[src/rtl/insn_decode_if.sv]
// Decode-stage bus: instruction word and capture enable in, registered fields out.
interface insn_decode_if;
    logic        en;
    logic [31:0] insn;
    logic [4:0]  opcode;
    logic [6:0]  funct7;
    logic [2:0]  funct3;
    logic        invalid;
    logic [4:0]  rd;
    logic [4:0]  rs1;
    logic [4:0]  rs2;
    logic [31:0] imm;

    modport master (
        output en, insn,
        input  opcode, funct7, funct3, invalid, rd, rs1, rs2, imm
    );

    modport slave (
        input  en, insn,
        output opcode, funct7, funct3, invalid, rd, rs1, rs2, imm
    );
endinterface

[src/rtl/insn_decode.sv]
// Registered RV32I (+Zicsr, FENCE) decoder: raw field slices, per-format
// sign-extended immediate and an illegal-instruction flag, one-cycle latency.
module insn_decode (
    input  logic         clk,
    input  logic         rst,
    insn_decode_if.slave dec
);
    localparam logic [4:0] OP_LOAD   = 5'b00000;
    localparam logic [4:0] OP_MISC   = 5'b00011;
    localparam logic [4:0] OP_ALUIMM = 5'b00100;
    localparam logic [4:0] OP_AUIPC  = 5'b00101;
    localparam logic [4:0] OP_STORE  = 5'b01000;
    localparam logic [4:0] OP_ALU    = 5'b01100;
    localparam logic [4:0] OP_LUI    = 5'b01101;
    localparam logic [4:0] OP_BRANCH = 5'b11000;
    localparam logic [4:0] OP_JALR   = 5'b11001;
    localparam logic [4:0] OP_JAL    = 5'b11011;
    localparam logic [4:0] OP_SYSTEM = 5'b11100;

    logic [31:0] insn;
    logic [4:0]  op;
    logic [2:0]  f3;
    logic [6:0]  f7;
    logic [31:0] imm_i, imm_s, imm_b, imm_u, imm_j;
    logic [31:0] imm_d;
    logic        inv_d;

    assign insn = dec.insn;
    assign op   = insn[6:2];
    assign f3   = insn[14:12];
    assign f7   = insn[31:25];

    assign imm_i = {{20{insn[31]}}, insn[31:20]};
    assign imm_s = {{20{insn[31]}}, insn[31:25], insn[11:7]};
    assign imm_b = {{19{insn[31]}}, insn[31], insn[7], insn[30:25], insn[11:8], 1'b0};
    assign imm_u = {insn[31:12], 12'b0};
    assign imm_j = {{11{insn[31]}}, insn[31], insn[19:12], insn[20], insn[30:21], 1'b0};

    // Select the immediate format and judge legality from opcode/funct fields.
    always_comb begin
        imm_d = '0;
        inv_d = 1'b0;
        case (op)
            OP_LOAD: begin
                imm_d = imm_i;
                inv_d = f3 inside {3'b011, 3'b110, 3'b111};
            end
            OP_MISC: begin
                imm_d = imm_i;
                inv_d = !(f3 inside {3'b000, 3'b001});
            end
            OP_ALUIMM: begin
                imm_d = imm_i;
                if (f3 == 3'b001)
                    inv_d = (f7 != 7'b0000000);
                else if (f3 == 3'b101)
                    inv_d = !(f7 inside {7'b0000000, 7'b0100000});
            end
            OP_AUIPC, OP_LUI: imm_d = imm_u;
            OP_STORE: begin
                imm_d = imm_s;
                inv_d = (f3 >= 3'b011);
            end
            OP_ALU: begin
                // Only the SUB/SRA encodings may set funct7[5]; M-extension is rejected.
                inv_d = !((f7 == 7'b0000000) ||
                          (f7 == 7'b0100000 && (f3 inside {3'b000, 3'b101})));
            end
            OP_BRANCH: begin
                imm_d = imm_b;
                inv_d = f3 inside {3'b010, 3'b011};
            end
            OP_JALR: begin
                imm_d = imm_i;
                inv_d = (f3 != 3'b000);
            end
            OP_JAL: imm_d = imm_j;
            OP_SYSTEM: begin
                imm_d = imm_i;
                if (f3 == 3'b100)
                    inv_d = 1'b1;
                else if (f3 == 3'b000)
                    // ECALL, EBREAK, URET, SRET, MRET, WFI only, with rs1/rd zero.
                    inv_d = !(insn[31:20] inside {12'h000, 12'h001, 12'h002,
                                                  12'h102, 12'h302, 12'h105}) ||
                            (insn[19:15] != 5'd0) || (insn[11:7] != 5'd0);
            end
            default: inv_d = 1'b1;
        endcase
        if (insn[1:0] != 2'b11)
            inv_d = 1'b1;
    end

    // Output register: reset clears everything, otherwise capture on enable.
    always_ff @(posedge clk) begin
        if (rst) begin
            dec.opcode  <= '0;
            dec.funct7  <= '0;
            dec.funct3  <= '0;
            dec.invalid <= 1'b0;
            dec.rd      <= '0;
            dec.rs1     <= '0;
            dec.rs2     <= '0;
            dec.imm     <= '0;
        end else if (dec.en) begin
            dec.opcode  <= op;
            dec.funct7  <= f7;
            dec.funct3  <= f3;
            dec.invalid <= inv_d;
            dec.rd      <= insn[11:7];
            dec.rs1     <= insn[19:15];
            dec.rs2     <= insn[24:20];
            dec.imm     <= imm_d;
        end
    end
endmodule

[src/flat_wrapper.sv]
// flat-port wrapper written by rule: the top's interface ports become plain ports
module insn_decode_flat 
  (clk, rst, dec_en, dec_insn, dec_opcode, dec_funct7, dec_funct3, dec_invalid, dec_rd, dec_rs1, dec_rs2, dec_imm);
  insn_decode_if dec_i ();
  input  logic clk;
  input  logic rst;
  input wire logic [$bits(dec_i.en)-1:0] dec_en;
  input wire logic [$bits(dec_i.insn)-1:0] dec_insn;
  output wire logic [$bits(dec_i.opcode)-1:0] dec_opcode;
  output wire logic [$bits(dec_i.funct7)-1:0] dec_funct7;
  output wire logic [$bits(dec_i.funct3)-1:0] dec_funct3;
  output wire logic [$bits(dec_i.invalid)-1:0] dec_invalid;
  output wire logic [$bits(dec_i.rd)-1:0] dec_rd;
  output wire logic [$bits(dec_i.rs1)-1:0] dec_rs1;
  output wire logic [$bits(dec_i.rs2)-1:0] dec_rs2;
  output wire logic [$bits(dec_i.imm)-1:0] dec_imm;
  assign dec_i.en = dec_en;
  assign dec_i.insn = dec_insn;
  assign dec_opcode = dec_i.opcode;
  assign dec_funct7 = dec_i.funct7;
  assign dec_funct3 = dec_i.funct3;
  assign dec_invalid = dec_i.invalid;
  assign dec_rd = dec_i.rd;
  assign dec_rs1 = dec_i.rs1;
  assign dec_rs2 = dec_i.rs2;
  assign dec_imm = dec_i.imm;
  insn_decode u_core (.clk(clk), .rst(rst), .dec(dec_i));
endmodule
[config.mk]
export PLATFORM = sky130hd
export DESIGN_NAME = insn_decode_flat
export DESIGN_NICKNAME = d
export VERILOG_FILES = /design/src/rtl/insn_decode_if.sv /design/src/rtl/insn_decode.sv /design/src/flat_wrapper.sv
export SDC_FILE = /design/constraint.sdc
export NUM_CORES = 1
export LEC_CHECK = 0
export CORE_MARGIN = 4
export CORE_UTILIZATION = 30
export DETAILED_ROUTE_END_ITERATION = 8
export PLACE_DENSITY = 0.54
export RECOVER_POWER = 50
export SLEW_MARGIN = 20
export SYNTH_ARGS = -nofsm -noshare
export SYNTH_HDL_FRONTEND = slang
export SYNTH_SLANG_ARGS = --single-unit
export TNS_END_PERCENT = 5
[constraint.sdc]
create_clock -name clk -period 4.4 [get_ports clk]
set_clock_uncertainty 0.05 [all_clocks]
set_input_delay 1.32 -clock clk [delete_from_list [all_inputs] [get_ports clk]]
set_output_delay 1.32 -clock clk [all_outputs]
set_load 0.03 [all_outputs]
# Yosys cells after proc, flatten, opt, wreduce, memory -nomap -nowiden
# Index checks and enable logic that the tools add are counted.
[op_classes]
n_lt_le_gt_ge = 1
eq_ne = 24
mux = 7
reduce_logical = 25
[ops]
columns = ["operator", "n"]
rows = [
  ["$pmux W32 S5", 1],
  ["$eq A12 B9 Y1 const B", 2],
  ["$eq A5 B5 Y1 const B", 4],
  ["$eq A5 B4 Y1 const B", 3],
  ["$eq A12 B1 Y1 const B", 1],
  ["$eq A12 B10 Y1 const B", 1],
  ["$eq A12 B2 Y1 const B", 1],
  ["$eq A3 B3 Y1 const B", 4],
  ["$logic_not A12 Y1", 1],
  ["$eq A5 B3 Y1 const B", 2],
  ["$reduce_bool A5 Y1", 2],
  ["$pmux W1 S9", 1],
  ["$reduce_bool A2 Y1", 4],
  ["$eq A7 B6 Y1 const B", 1],
  ["$logic_not A7 Y1", 1],
  ["$reduce_bool A7 Y1", 1],
  ["$eq A3 B2 Y1 const B", 2],
  ["$reduce_bool A3 Y1", 2],
  ["$reduce_bool A6 Y1", 1],
  ["$eq A5 B2 Y1 const B", 1],
  ["$logic_not A5 Y1", 1],
  ["$mux W1", 5],
  ["$reduce_or A5 Y1", 1],
  ["$logic_not A1 Y1", 4],
  ["other kinds (8)", 10],
]
[word_totals]
register_bits = 63
input_bits = 35

# Longest topological paths before layout
[logic_depth]
depth_word = 9
ltp_mapped = 7
ltp_nobuf = 5

# Least setup slack after synthesis
# Ideal clock, no wire load.
[synth_path]
path_type = "input-to-reg"
from = "input dec_insn[4]"
to = "register u_core.dec.imm[2]"
setup_time_ns = 0.068
t_arrival_ns = 2.670
t_required_ns = 4.282
setup_slack_ns = 1.613
path_stages = 7
path_buffers = 2
path_cell_list = "buf_6 > or3b_1 > a211oi_2 > a221oi_2 > or3_4 > buf_6 > o21ai_2"
[synth_via]
elab_chain_len = 3
word_cells_on_any_way = 13
classes_between = "9 x eq/ne; 1 x mux; 3 x reduce/logical"
[synth_lines]
columns = ["element", "line", "source"]
rows = [
  ["start, declared", "flat_wrapper.sv:8", "input wire logic [$bits(dec_i.insn)-1:0] dec_insn;"],
  ["$eq A5 B2 Y1 (tied with other cells)", "insn_decode.sv:43", "case (op)"],
  ["$reduce_or A5 Y1 (no line) / $reduce_or A2 Y1 (equally long branches)", "-", ""],
  ["$pmux W32 S5 (*)", "insn_decode.sv:43", ""],
  ["end signal, assigned", "insn_decode.sv:113", "dec.imm <= imm_d;"],
  ["end, declared", "insn_decode_if.sv:21", "output opcode, funct7, funct3, invalid, rd, rs1, rs2, imm"],
]
# Every way passes the cells marked *; elsewhere a longest branch is shown, timed or not.
# A chain may end at the register's enable or synchronous reset.

==> reports/summary.txt <==
register area = 1261 sq um
# IOs = 98
initial antenna violation count = 0
Final #Nets = 441
routed wire length = 9.019 mm
share of cells above drive strength 1 = 8.273%
vias in the first global route = 2616
Max VDD drop = 172.0 uV
CP arrival = 3.79 ns
CTS tree = built
# clock sinks = 63
ys async rst share = 0%
dominant synthesized flop cell = dfxtp_1
max incr delay on CP = 1.46 ns
number of setup violations in the final report = 0
minimum clock period = 3.588 ns
Max clock buf depth = 2
power density over the cells = 341.6 nW/um^2
critical path type = in -> reg
Clk Latency, worst-skew pair = 0.33 ns
Worst-path clk slew = 0.06 ns
Least-Margin Pin Slew = 1.947 ns
Rel. slew slack = -29.79%
reg2reg path depth = 2
Core ar. = 9153 sq um
syn_nets = 353
Post-DP Area = 3830 sq um
number of distinct library cells after synthesis = 49
initial core utilization = 30.66%
worst hold-check path type = reg -> reg
Setup crit end = u_core.dec.imm[31]
crit path cell chain = clkbuf_2 -> clkbuf_1 -> nand2_1 -> a2bb2oi_1 -> nor2_1
CP max FO = 36
Mean Syn Cell Area = 8.825 sq um
most frequent cells in the layout = 63 x dfxtp_1, 59 x clkdlybuf4s50_1, 50 x nor2_1, 36 x nand2_1, 36 x dlygate4sd3_1
port bufs = 97
Num CTS Buffers = 9
DR vias/cell = 5.090
Layout area overhead = 42.93%
RR Startpoint = u_core.dec.imm[23]
switching part of the total = 28.43%
leading cell type in the layout, fill and taps excluded = dfxtp_1
filler cell count = 933
cells after synthesis = 318
Seq pwr share = 44.6%
H-Tree Depth = 3
Design Area, Final = 4011 sq um
Seq cells post-synth = 63
Post-synth EDFFs = 0
CTS hold repair buffers = 0
Placer Congestion = 0.8317
Worst Path Required = 4.60 ns
Max Fclk = 0.2787 GHz
grt ovf = 0
setup bufs post-CTS = 0
Root Driver = clkbuf_8
mapped cell area = 2806 sq um
Crit. End Element = flip-flop
status = finished, violations left
Vias = 2657
largest net degree at the start of global routing = 37
sequential share of the synthesized area = 44.94%
internal power = 980.7 uW
final hold vios = 0
maxcap violations = 2
Multi-input gate area = 1420 sq um
drt drc = 0
reg-to-reg slack, setup = 3.57 ns
kind of cell adding the most delay to the critical path = buffers and inverters
DR WL/cell = 17.28 um
part of the power in the clock network = 35.9%
final period utilization = 81.55%
Pleak = 0.001587 uW
Initial DRT Pass Iterations = 4
Psw = 389.6 uW
Worst path slowest cell = clkbuf_1
Buf/Inv on CP = 2
Rows = 35
violated checks = max-capacitance violations, max-slew violations
Ys Warns = 0
Die Wd = 104.7 um
RSZ-0062 raised after global routing = false
Comb pwr share = 19.5%
worst flop-to-flop path endpoint = u_core.dec.imm[23]
post-CTS resize count = 0
Ant. Diodes = 0
CP Launch Point = dec_en
global-route wire length before repair = 14.63 mm
number of stages on the worst setup path = 5
initial DRC count = 207
GRT Total Usage = 16.84%
Detail Placement HPWL = 6.563 mm
crit path launch type = input pin
fin. max-slew vios = 69
DRT antenna net count = 0
setup TNS = 0 ns
die area = 10970 sq um
Die Ht = 104.7 um
## cell type report
cell class,instances,share of cell area (%)
Clock buffer,12,3.618
Clock inverter,4,1.123
Inverter,3,0.2807
Multi-Input combinational cell,227,35.40
Sequential cell,63,31.44
Tap cell,111,3.462
Timing Repair Buffer,102,24.67
## worst min path at each step
stage | start | endpoint | slack [ns] | cells past startpoint
floorplan | u_core.dec.imm[1] | u_core.dec.imm[1] | 0.53 | 2
global placement | u_core.dec.imm[1] | u_core.dec.imm[1] | 0.39 | 2
detailed placement | u_core.dec.imm[16] | u_core.dec.imm[16] | 0.39 | 2
CTS | u_core.dec.imm[16] | u_core.dec.imm[16] | 0.41 | 2
global route | u_core.dec.imm[13] | u_core.dec.imm[13] | 0.43 | 2
finish | u_core.dec.imm[11] | u_core.dec.imm[11] | 0.40 | 2
## Yosys cell counts, types with 4 or more instances
master,instances,area share [%]
nand2_1,36,4.8
nor4_1,4,0.89
a22oi_1,12,3.2
a211oi_1,14,3.7
clkbuf_1,16,2.1
nand3_1,8,1.4
buf_2,4,0.71
dfxtp_1,63,45
o21ai_0,8,1.4
nor2_1,50,6.7
mux2i_1,30,11
o21ai_2,10,3.1
a21oi_1,13,2.3
## sequential cells by signal (all words and copies together), names as in the netlist
register and count:
u_core.dec.rs2 5, u_core.dec.funct3 3, u_core.dec.rd 5, u_core.dec.opcode 5
u_core.dec.imm 32, u_core.dec.rs1 5, u_core.dec.funct7 7, u_core.dec.invalid 1
## per-layer routing
layer | up-vias | global-route usage [%] | wire length (um)
li1 | 1300 | - | -
met1 | 1268 | 22.42 | 4124
met2 | 76 | 25.62 | 4232
met3 | 13 | 4.756 | 530
met4 | 0 | 6.842 | 131
met5 | - | 0 | 0
## tightest hold or removal path, cell delays in order (launching register included)
cell and delay, ns:
dfxtp_1 0.32, nand2_1 0.06, o21ai_2 0.04
## per-stage QoR
stage          power [uW]  utilization [%]  cells  setup WS [ns]  hold WS (ns)
2_1_floorplan       776.0                -    318          1.613        0.5337
4_1_cts              1402            43.92    522         0.9318        0.4133
5_1_grt              1442            43.83    522         0.4930        0.4251
3_3_place_gp        898.0            41.85    506         0.6746        0.3926
3_5_place_dp        897.8            41.85    506         0.5932        0.3941
6_report             1370            43.83    522         0.8119        0.4025
## logic make-up (layout without fill, tap and decap cells)
kind of cell / after synthesis / count (layout) / synth area share [%]
XOR/XNOR: 1 / 1 / 0.3121
AO/OA/AOI/OAI: 73 / 73 / 19.26
buffers and inverters: 28 / 121 / 4.458
flip-flops: 63 / 63 / 44.94
multiplexers: 31 / 31 / 11.10
AND/OR/NAND/NOR: 122 / 122 / 19.93
## power by group through the flow
stage | clock, uW | combinational [uW] | sequential, uW
finish | 492 | 267 | 611
floorplan | 0 | 99.3 | 677
detailed placement | 0 | 273 | 625
global placement | 0 | 273 | 625
global route | 539 | 288 | 615
CTS | 516 | 274 | 612
(Power assumes the default switching activity.)
